<file path="config.mk">
export PLATFORM = sky130hd
export DESIGN_NAME = grf_wb_queue
export DESIGN_NICKNAME = d
export VERILOG_FILES = /design/src/rtl/grf_wb_pkg.sv /design/src/rtl/grf_wb_queue_wb_fifo.sv /design/src/rtl/grf_wb_queue.sv
export SDC_FILE = /design/constraint.sdc
export NUM_CORES = 1
export LEC_CHECK = 0
export BUFFER_PORTS_ARGS = -buffer_cell sky130_fd_sc_hd__buf_2
export CELL_PAD_IN_SITES_DETAIL_PLACEMENT = 0
export CELL_PAD_IN_SITES_GLOBAL_PLACEMENT = 1
export CORE_MARGIN = 10
export CORE_UTILIZATION = 51
export DETAILED_ROUTE_END_ITERATION = 6
export PLACE_DENSITY_LB_ADDON = 0.1
export SETUP_SLACK_MARGIN = 0.05
export SLEW_MARGIN = 20
export SYNTH_ARGS = -nofsm -noshare
export SYNTH_HDL_FRONTEND = slang
export SYNTH_SLANG_ARGS = --single-unit
</file>
<file path="constraint.sdc">
create_clock -name clk -period 13.4 [get_ports clk]
set_clock_uncertainty 0.1 [all_clocks]
set_input_delay 0 -clock clk [delete_from_list [all_inputs] [get_ports clk]]
set_output_delay 0 -clock clk [all_outputs]
set_load 0.05 [all_outputs]
</file>
<file path="src/rtl/grf_wb_pkg.sv">
// Shared types and constants for the register-file write-back queue.
package grf_wb_pkg;

  typedef struct packed {
    logic [4:0]  addr;
    logic [31:0] data;
    logic [31:0] pc;
  } wb_req_t;

  localparam logic [4:0] REG_ZERO = 5'd0;

endpackage

</file>
<file path="src/rtl/grf_wb_queue_wb_fifo.sv">
// Circular buffer for write-back requests. It holds the storage, pointers
// and occupancy count, and exposes the raw entries so the parent can do lookups.
module wb_fifo
  import grf_wb_pkg::*;
#(
  parameter  int DEPTH = 4,
  localparam int PW    = $clog2(DEPTH),
  localparam int CW    = PW + 1
) (
  input  logic          clk,
  input  logic          reset,
  input  logic          push,
  input  wb_req_t       push_req,
  input  logic          pop,
  output wb_req_t       head,
  output wb_req_t       entries [DEPTH],
  output logic [PW-1:0] rd_ptr,
  output logic [CW-1:0] count,
  output logic          full,
  output logic          empty
);

  wb_req_t       mem [DEPTH];
  logic [PW-1:0] wr_ptr;

  // Storage needs no reset; only entries covered by count are ever read.
  always_ff @(posedge clk) begin
    if (push) mem[wr_ptr] <= push_req;
  end

  always_ff @(posedge clk or negedge reset) begin
    if (!reset) begin
      wr_ptr <= '0;
      rd_ptr <= '0;
      count  <= '0;
    end else begin
      if (push) wr_ptr <= wr_ptr + 1'b1;
      if (pop)  rd_ptr <= rd_ptr + 1'b1;
      count <= count + CW'(push) - CW'(pop);
    end
  end

  assign head    = mem[rd_ptr];
  assign entries = mem;
  assign full    = (count == CW'(DEPTH));
  assign empty   = (count == '0);

endmodule

</file>
<file path="src/rtl/grf_wb_queue.sv">
// Write-back queue in front of the register file's single write port.
// Define GRF_WB_TRACE_EN to print a register-file style trace of every commit.
module grf_wb_queue
  import grf_wb_pkg::*;
#(
  parameter  int DEPTH = 4,
  localparam int PW    = $clog2(DEPTH),
  localparam int CW    = PW + 1
) (
  input  logic        clk,
  input  logic        reset,
  input  logic        pipe_valid,
  output logic        pipe_ready,
  input  logic [4:0]  pipe_addr,
  input  logic [31:0] pipe_data,
  input  logic [31:0] pipe_pc,
  input  logic        mdu_valid,
  output logic        mdu_ready,
  input  logic [4:0]  mdu_addr,
  input  logic [31:0] mdu_data,
  input  logic [31:0] mdu_pc,
  output logic        grf_we,
  output logic [4:0]  grf_addr,
  output logic [31:0] grf_data,
  output logic [31:0] grf_pc,
  input  logic [4:0]  q_addr1,
  input  logic [4:0]  q_addr2,
  output logic        q_hit1,
  output logic        q_hit2,
  output logic [31:0] q_data1,
  output logic [31:0] q_data2,
  output logic        empty
);

  wb_req_t       req;
  wb_req_t       head;
  wb_req_t       entries [DEPTH];
  logic [PW-1:0] rd_ptr;
  logic [CW-1:0] count;
  logic          accept;
  logic          push;
  logic          fifo_full;
  logic          fifo_empty;

  assign pipe_ready = !fifo_full;
  assign mdu_ready  = !fifo_full && !pipe_valid;

  always_comb begin
    req    = '{addr: pipe_addr, data: pipe_data, pc: pipe_pc};
    accept = 1'b0;
    if (pipe_valid && pipe_ready) begin
      accept = 1'b1;
    end else if (mdu_valid && mdu_ready) begin
      req    = '{addr: mdu_addr, data: mdu_data, pc: mdu_pc};
      accept = 1'b1;
    end
  end

  // Writes to $0 are acknowledged but dropped here.
  assign push = accept && (req.addr != REG_ZERO);

  wb_fifo #(.DEPTH(DEPTH)) u_fifo (
    .clk      (clk),
    .reset    (reset),
    .push     (push),
    .push_req (req),
    .pop      (!fifo_empty),
    .head     (head),
    .entries  (entries),
    .rd_ptr   (rd_ptr),
    .count    (count),
    .full     (fifo_full),
    .empty    (fifo_empty)
  );

  always_ff @(posedge clk or negedge reset) begin
    if (!reset) begin
      grf_we   <= 1'b0;
      grf_addr <= '0;
      grf_data <= '0;
      grf_pc   <= '0;
    end else begin
      grf_we <= !fifo_empty;
      if (!fifo_empty) begin
        grf_addr <= head.addr;
        grf_data <= head.data;
        grf_pc   <= head.pc;
      end
    end
  end

  // Scan oldest to youngest so the last match wins; the grf stage is older than any entry.
  function automatic logic [32:0] lookup(input logic [4:0] a);
    logic [32:0]   r;
    logic [PW-1:0] idx;
    r = '0;
    if (a != REG_ZERO) begin
      if (grf_we && grf_addr == a) r = {1'b1, grf_data};
      for (int k = 0; k < DEPTH; k++) begin
        idx = rd_ptr + PW'(k);
        if (CW'(k) < count && entries[idx].addr == a) r = {1'b1, entries[idx].data};
      end
    end
    return r;
  endfunction

  assign {q_hit1, q_data1} = lookup(q_addr1);
  assign {q_hit2, q_data2} = lookup(q_addr2);

  assign empty = fifo_empty && !grf_we;

`ifdef GRF_WB_TRACE_EN
  always @(posedge clk) begin
    if (reset && grf_we) $display("@%08h: $%02d <= %08h", grf_pc, grf_addr, grf_data);
  end
`endif

endmodule

</file>
==> flow_metrics.tcl, run 1 <==
set metrics [dict create \
    async_reset_ff_share_pct 21.8 \
    reg2regPathDepth 7 \
    cpMaxStageDelayCell "dfrtp_4" \
    nets 2054 \
    multiInputGateArea_sq_um 9240 \
    status "finished, final reports clean" \
    antenna_cells 0 \
    postRouteAntennaNets 0 \
    synth.largest_area_cell "edfxtp_1" \
    tritoncts "yes" \
    gp_congestion 0.872 \
    grt_use_total_pct 25.2 \
    stdcell_area_sq_um 24600 \
    whs_endpoint "u_fifo.wr_ptr[0]$_DFFE_PN0P_" \
    core_sq_um 38900 \
    power.density_nw_per_um2 272 \
    die-height_um 219 \
    h-tree-depth 2 \
    grt.overflow.total 0 \
    worstMarginPinSlew_ns 1.15 \
    relSlewSlack_pct 23.4 \
    synth.distinct_cells 64 \
    grt_max_degree 76 \
    cts_root_buf "clkbuf_16" \
    drc 0 \
    hold_viol_final 0 \
    ys_warn_count 0 \
    r2r_setup_slack_ns 9.42 \
    worstSetupPathType "reg2out" \
    min-delay-start "pipe_valid" \
    synthTopCellsByCount "276 x edfxtp_1, 218 x nand2_1, 122 x mux2i_1" \
    fin_util_pct 63.2 \
    syn_nets 1705 \
    drtPass1Iterations 6 \
    cp.arrival_ns 5.71 \
    die_x_um 219 \
    die-area_sq_um 47900 \
    synth_edf_count 276 \
    fillers 3080 \
    synth_area_per_cell_sq_um 13.1 \
    synth.top_cell.area_share_pct 41.1 \
    drtIter0Drc 1252 \
    rows 72 \
    critPathLaunchType "flip-flop" \
    yosysMostFrequentCell "edfxtp_1" \
    first_global_vias 15900 \
    start_util_pct 51.8 \
    vdd_drop_max_mv 0.162 \
    ioPinCount 291 \
    leakage_nw 9.40 \
    cp_slowest_stage_delay_ns 1.11 \
    grt_pass1_wl_um 94200 \
    synth-main-ff-cell "edfxtp_1" \
    cp_max_fo 75 \
    grt_setup_unrepaired "false" \
    finalSetupViolCount 0 \
    path_cells "buf_6 > mux2i_1 > mux2i_1 > o21a_2 > and3_2 > a221oi_1 > o31ai_1 > buf_2" \
    drive_gt1_share_pct 32.2 \
    clock_sinks 353 \
    vias 15300 \
    antenna_found_initial 0 \
    wl_um 61800 \
    yosys_register_bits 353 \
    holdPathStages 5 \
    maxCapViolCount 0 \
    cts_buffers 39 \
    r2r-end "u_fifo.entries[195]$_DFFE_PP_" \
    viasPerCell 6.28 \
    crit-reg2reg-launch "u_fifo.count[2]$_DFF_PN0_" \
    endpoint_kind "output port" \
    clk_latency_ns 0.54 \
    syn_inst 1544 \
    hp-class "in2reg" \
    wire_per_inst_um 25.3 \
    critPathRequiredTime_ns 13.30 \
    postCtsResizedCells 0 \
    cp_common_cell "mux2i_1" \
    numPortBuffers 290 \
    synth_area_leaders "edfxtp_1 41%, mux4_2 12%, dfrtp_1 9.6%" \
    min_period_over_period_pct 43.4 \
    synth-seq-area-share_pct 50.7 \
    dp_hpwl_um 38300 \
    setup_tns_ns 0 \
    synth_area_sq_um 20200 \
    cts_buffer_depth 3 \
    register_area_sq_um 10200 \
    fmax_mhz 172 \
    drv_slew 0 \
    syn2layout_area_growth_pct 22.0 \
    period_minus_slack_ns 5.81 \
    dpl-instance-area_sq_um 21800 \
    path_clk_slew_ns 0.06 \
]
-- worst max-delay path by stage --
stage,from,depth (start not counted),endpoint,slack [ns]
floorplan,u_fifo.count[2]$_DFF_PN0_,6,u_fifo.entries[0]$_DFFE_PP_,8.51
global placement,u_fifo.rd_ptr[0]$_DFFE_PN0N_,8,q_data1[5],8.11
detailed placement,u_fifo.rd_ptr[0]$_DFFE_PN0N_,8,q_data1[5],7.99
CTS,u_fifo.rd_ptr[0]$_DFFE_PN0N_,8,q_data1[5],7.39
global route,u_fifo.rd_ptr[0]$_DFFE_PN0N_,8,q_data1[4],7.30
finish,u_fifo.rd_ptr[0]$_DFFE_PN0N_,8,q_data1[25],7.59
-- critical path: cells and delay by family (launching register included) --
family	cells	cell delay (ns)
compound gates	3	1.24
flops	1	1.11
buf+inv	2	1.05
simple gates	1	0.94
mux	2	0.67
-- state kept, by name (all words and copies together) (netlist names) --
| name | count |
|---|---|
| u_fifo.entries | 276 |
| grf_data | 32 |
| grf_pc | 32 |
| grf_addr | 5 |
| u_fifo.count | 3 |
| u_fifo.rd_ptr | 2 |
| u_fifo.wr_ptr | 2 |
| grf_we | 1 |
-- layout by cell type (no fill, tap or decap), types with 4 or more instances in the layout --
| cell type | n |
|---|---|
| xnor2_1 | 31 |
| o21ai_0 | 5 |
| a31oi_1 | 34 |
| inv_1 | 19 |
| dfrtp_1 | 75 |
| nor3_1 | 4 |
| nor2_1 | 76 |
| nand2b_1 | 7 |
| nand2_1 | 217 |
| dlygate4sd3_1 | 141 |
| mux2i_1 | 122 |
| xor2_1 | 14 |
| nor2_4 | 9 |
| a32oi_1 | 64 |
| a21oi_1 | 5 |
| nand3_1 | 33 |
| bufinv_16 | 6 |
| ha_1 | 8 |
| clkbuf_8 | 4 |
| buf_2 | 289 |
| mux4_2 | 108 |
| edfxtp_1 | 276 |
| o31ai_1 | 64 |
| a22oi_1 | 32 |
| clkinv_2 | 5 |
| a221oi_1 | 42 |
| clkbuf_16 | 39 |
| clkbuf_1 | 9 |
| or2_2 | 4 |
| mux2_2 | 72 |
| a221oi_2 | 23 |
| buf_4 | 21 |
-- final cells by class --
| class | count | share of cell area (%) |
|---|---|---|
| timing repair buffer | 454 | 12.4 |
| clock buffer | 52 | 4.33 |
| tap | 518 | 2.64 |
| inverter | 21 | 0.326 |
| sequential | 353 | 41.6 |
| multi-input combinational | 1024 | 37.6 |
| clock inverter | 19 | 1.14 |
-- routing by layer --
| layer | part of all wire, % | track usage, % | vias up |
|---|---|---|---|
| li1 | - | - | 6800 |
| met1 | 40 | 31.5 | 7714 |
| met2 | 50 | 42.7 | 682 |
| met3 | 8.1 | 5.69 | 127 |
| met4 | 2.7 | 8.43 | 0 |
| met5 | 0 | 0 | - |
-- where the power goes --
group	internal, mW	switching [mW]
Combinational	1.19	2.44
Sequential	1.63	0.304
Clock	0.679	0.438
Total	3.49	3.19
-- through the flow --
step	std cells	power (mW)	hold WS (ns)	worst slack [ns]
4_1_cts	2441	6.71	0.0115	7.39
5_1_grt	2441	7.02	0.0532	7.30
3_5_place_dp	2228	5.53	-0.0842	7.99
3_3_place_gp	2228	5.47	-0.0854	8.11
2_1_floorplan	1544	4.61	-0.396	8.51
6_report	2441	6.68	0.0232	7.59
-- what timing repair did --
action,CTS,global route
hold endpoints to repair,312,0
endpoints found under the setup margin,0,0
hold buffers,142,0
setup buffers,0,0
-- logic make-up (layout without fill, tap and decap cells) --
group,count (synthesis),in the layout,share of synthesized area (%)
buffers and inverters,167,546,4.13
xor gates and xnor gates,48,48,2.20
adders and majority gates,9,9,0.596
muxes,305,305,22.5
and+or+nand+nor,377,377,7.93
AOI/OAI and AO/OA,285,285,12.0
DFF,353,353,50.7
Power figures use the tool's default switching activity.
==> run 2: changes to the inputs <==
--- a/config.mk
+++ b/config.mk
@@ -5,11 +5,12 @@
 export SDC_FILE = /design/constraint.sdc
 export NUM_CORES = 1
 export LEC_CHECK = 0
+export ABC_AREA = 1
 export BUFFER_PORTS_ARGS = -buffer_cell sky130_fd_sc_hd__buf_2
 export CELL_PAD_IN_SITES_DETAIL_PLACEMENT = 0
 export CELL_PAD_IN_SITES_GLOBAL_PLACEMENT = 1
 export CORE_MARGIN = 10
-export CORE_UTILIZATION = 51
+export CORE_UTILIZATION = 39
 export DETAILED_ROUTE_END_ITERATION = 6
 export PLACE_DENSITY_LB_ADDON = 0.1
 export SETUP_SLACK_MARGIN = 0.05
==> constraint.sdc (replaced) <==
create_clock -name clk -period 4.65 [get_ports clk]
set_clock_uncertainty 0.1 [all_clocks]
set_input_delay 0 -clock clk [delete_from_list [all_inputs] [get_ports clk]]
set_output_delay 0 -clock clk [all_outputs]
set_load 0.05 [all_outputs]
==> flow_metrics.tcl, run 2 <==
set metrics [dict create \
    tritoncts "yes" \
    grt_use_total_pct 22.7 \
    min_period_over_period_pct 92.3 \
    cpMaxStageDelayCell "dfrtp_4" \
    final_common_cell "nand2_1" \
    drtIter0Drc 1240 \
    grt_pass1_wl_um 112000 \
    ioPinCount 291 \
    synth.top_cell.area_share_pct 39.7 \
    cts_buffer_depth 3 \
    die-height_um 251 \
    fmax_mhz 233 \
    ys_warn_count 0 \
    nets 3143 \
    vias 19400 \
    finalSetupViolCount 0 \
    hold_viol_final 0 \
    setup_tns_ns 0 \
    fillers 5081 \
    post_cts_buffers 0 \
    cts_root_buf "clkbuf_16" \
    status "finished, final reports clean" \
    synth_area_sq_um 20900 \
    drc 0 \
    synth.largest_area_cell "edfxtp_1" \
    wire_per_inst_um 19.9 \
    hold_slack_ns 0.104 \
    grt.met2_usage_pct 38.4 \
    synth-main-ff-cell "edfxtp_1" \
    finalNonFillerCells 3703 \
    grt.overflow.total 0 \
    cp_common_cell "nand2_1" \
    start_util_pct 39.6 \
    worstSetupPathType "reg2out" \
    antenna_cells 0 \
    maxCapViolCount 0 \
    r2r_setup_slack_ns 1.10 \
    core_sq_um 52800 \
    synth-seq-area-share_pct 48.9 \
    synth_edf_count 276 \
    largest_reg_flops 276 \
    cts_buffers 41 \
    die_x_um 251 \
    path_cells "inv_4 > nand2_4 > nand2_4 > nand2_1 > nand3_1 > nand2_1 > nor2_2 > nand3_4 > buf_4 > nand3_1 > nand2_1 > a21oi_1 > buf_2" \
    yosysMostFrequentCell "nand2_1" \
    grt-busiest-layer "met2" \
    cp.arrival_ns 4.19 \
    pre_cts_ws_ns 0.821 \
    first_global_vias 18900 \
    syn2layout_area_growth_pct 23.0 \
    cp_slowest_stage_delay_ns 0.67 \
    wl_um 73800 \
    path_clk_slew_ns 0.06 \
    critPathRequiredTime_ns 4.55 \
    drtPass1Iterations 7 \
    drv_slew 0 \
    synth_area_per_cell_sq_um 7.91 \
    fin_util_pct 48.7 \
    critPathLaunchType "flip-flop" \
    gp_congestion 0.866 \
    antenna_found_initial 0 \
    relSlewSlack_pct 30.2 \
    dpl.cell_count 3485 \
    vdd_drop_max_mv 0.663 \
    cp_max_fo 43 \
    hp-class "in2reg" \
    numPortBuffers 290 \
    syn_nets 2799 \
    async_reset_ff_share_pct 21.8 \
    grtUsageMet3_pct 3.43 \
    clk_latency_ns 0.57 \
    worstMarginPinSlew_ns 1.05 \
    synth.distinct_cells 44 \
    met1_usage_pct 29.3 \
    endpoint_kind "output port" \
    grt_setup_unrepaired "false" \
    synthTopCellsByCount "852 x nand2_1, 314 x nor2_1, 282 x o21ai_0" \
    postRouteAntennaNets 0 \
    dp_hpwl_um 47300 \
    worst_slack_ns 0.359 \
    yosys_register_bits 353 \
    synth_area_leaders "edfxtp_1 40%, nand2_1 15%, dfrtp_1 9.2%" \
    viasPerCell 5.25 \
    leakage_nw 11.4 \
    period_minus_slack_ns 4.29 \
    final_cell_mix "849 x nand2_1, 310 x nor2_1, 286 x buf_2, 282 x o21ai_0, 276 x edfxtp_1" \
    power.density_nw_per_um2 804 \
    grt_max_degree 119 \
    die-area_sq_um 63200 \
    rows 84 \
    clock_sinks 353 \
    syn_inst 2638 \
    h-tree-depth 2 \
    drive_gt1_share_pct 16.9 \
]
[run 2: cell count changes after synthesis, sizes merged, moves of 110 or more]
cell	delta
nand2	+638
o21ai	+305
nor2	+239
inv	+154
mux2i	-120
nand3	+118
mux4	-110
[run 2: routing by layer]
layer  wire [um]  vias up
li1            -     9457
met1       32500     9262
met2       35200      623
met3        4150      104
met4        1900        0
met5           0        -
[run 2: through the flow]
stage                     power (mW)  instance area, sq um
after floorplan                 13.7                 20900
after global placement          17.1                 22800
after detailed placement        17.2                 22800
after CTS                       20.7                 25600
after global routing            22.1                 25700
final                           20.6                 25700
[run 2: worst paths after layout]
check,depth (start not counted),endpoint,from
max reg2reg,8,u_fifo.entries[119]$_DFFE_PP_,u_fifo.count[1]$_DFF_PN0_
max,13,q_data2[26],u_fifo.rd_ptr[1]$_DFFE_PN0N_
min reg2reg,2,grf_pc[6]$_DFFE_PN0N_,grf_pc[6]$_DFFE_PN0N_
min,3,u_fifo.wr_ptr[0]$_DFFE_PN0P_,pipe_valid
min in group asynchronous,4,grf_pc[27]$_DFFE_PN0N_,reset
max in group asynchronous,4,u_fifo.rd_ptr[1]$_DFFE_PN0N_,reset
[run 2: power breakdown]
group / internal (mW) / switching (mW)
clock: 1.94 / 1.35
combinational: 2.93 / 9.17
sequential: 4.65 / 0.587
[run 2: worst max-delay path, delay by kind of cell, from the launching register on]
kind            cells  cell delay (ns)
simple gates        9             1.71
compound gates      1             0.24
flops               1             0.67
buf+inv             3             0.96
[run 2: what timing repair did]
action                                  4_1_cts  5_1_grt
hold buffers                                141        0
hold endpoints to repair                    315        0
gates resized for setup                       0        5
endpoints found under the setup margin        0       39
[run 2: area by class of cell]
type                    count  area [sq um]  share of cell area [%]
multi-input cells        1935          9170                    35.7
clock inverters            19           218                   0.848
inverters                 176           671                    2.61
flip-flops and latches    353         10200                    39.8
repair buffers            475          3370                    13.1
well taps                 688           861                    3.35
clock buffers              57          1170                    4.55
[run 2: cells by family after synthesis]
kind of cell / Yosys count / synth area share [%]
and+or+nand+nor: 1441 / 28.7
adders and majority gates: 9 / 0.576
DFF: 353 / 48.9
xor gates and xnor gates: 15 / 0.630
buffers and inverters: 351 / 7.64
AOI/OAI and AO/OA: 403 / 9.92
muxes: 66 / 3.55
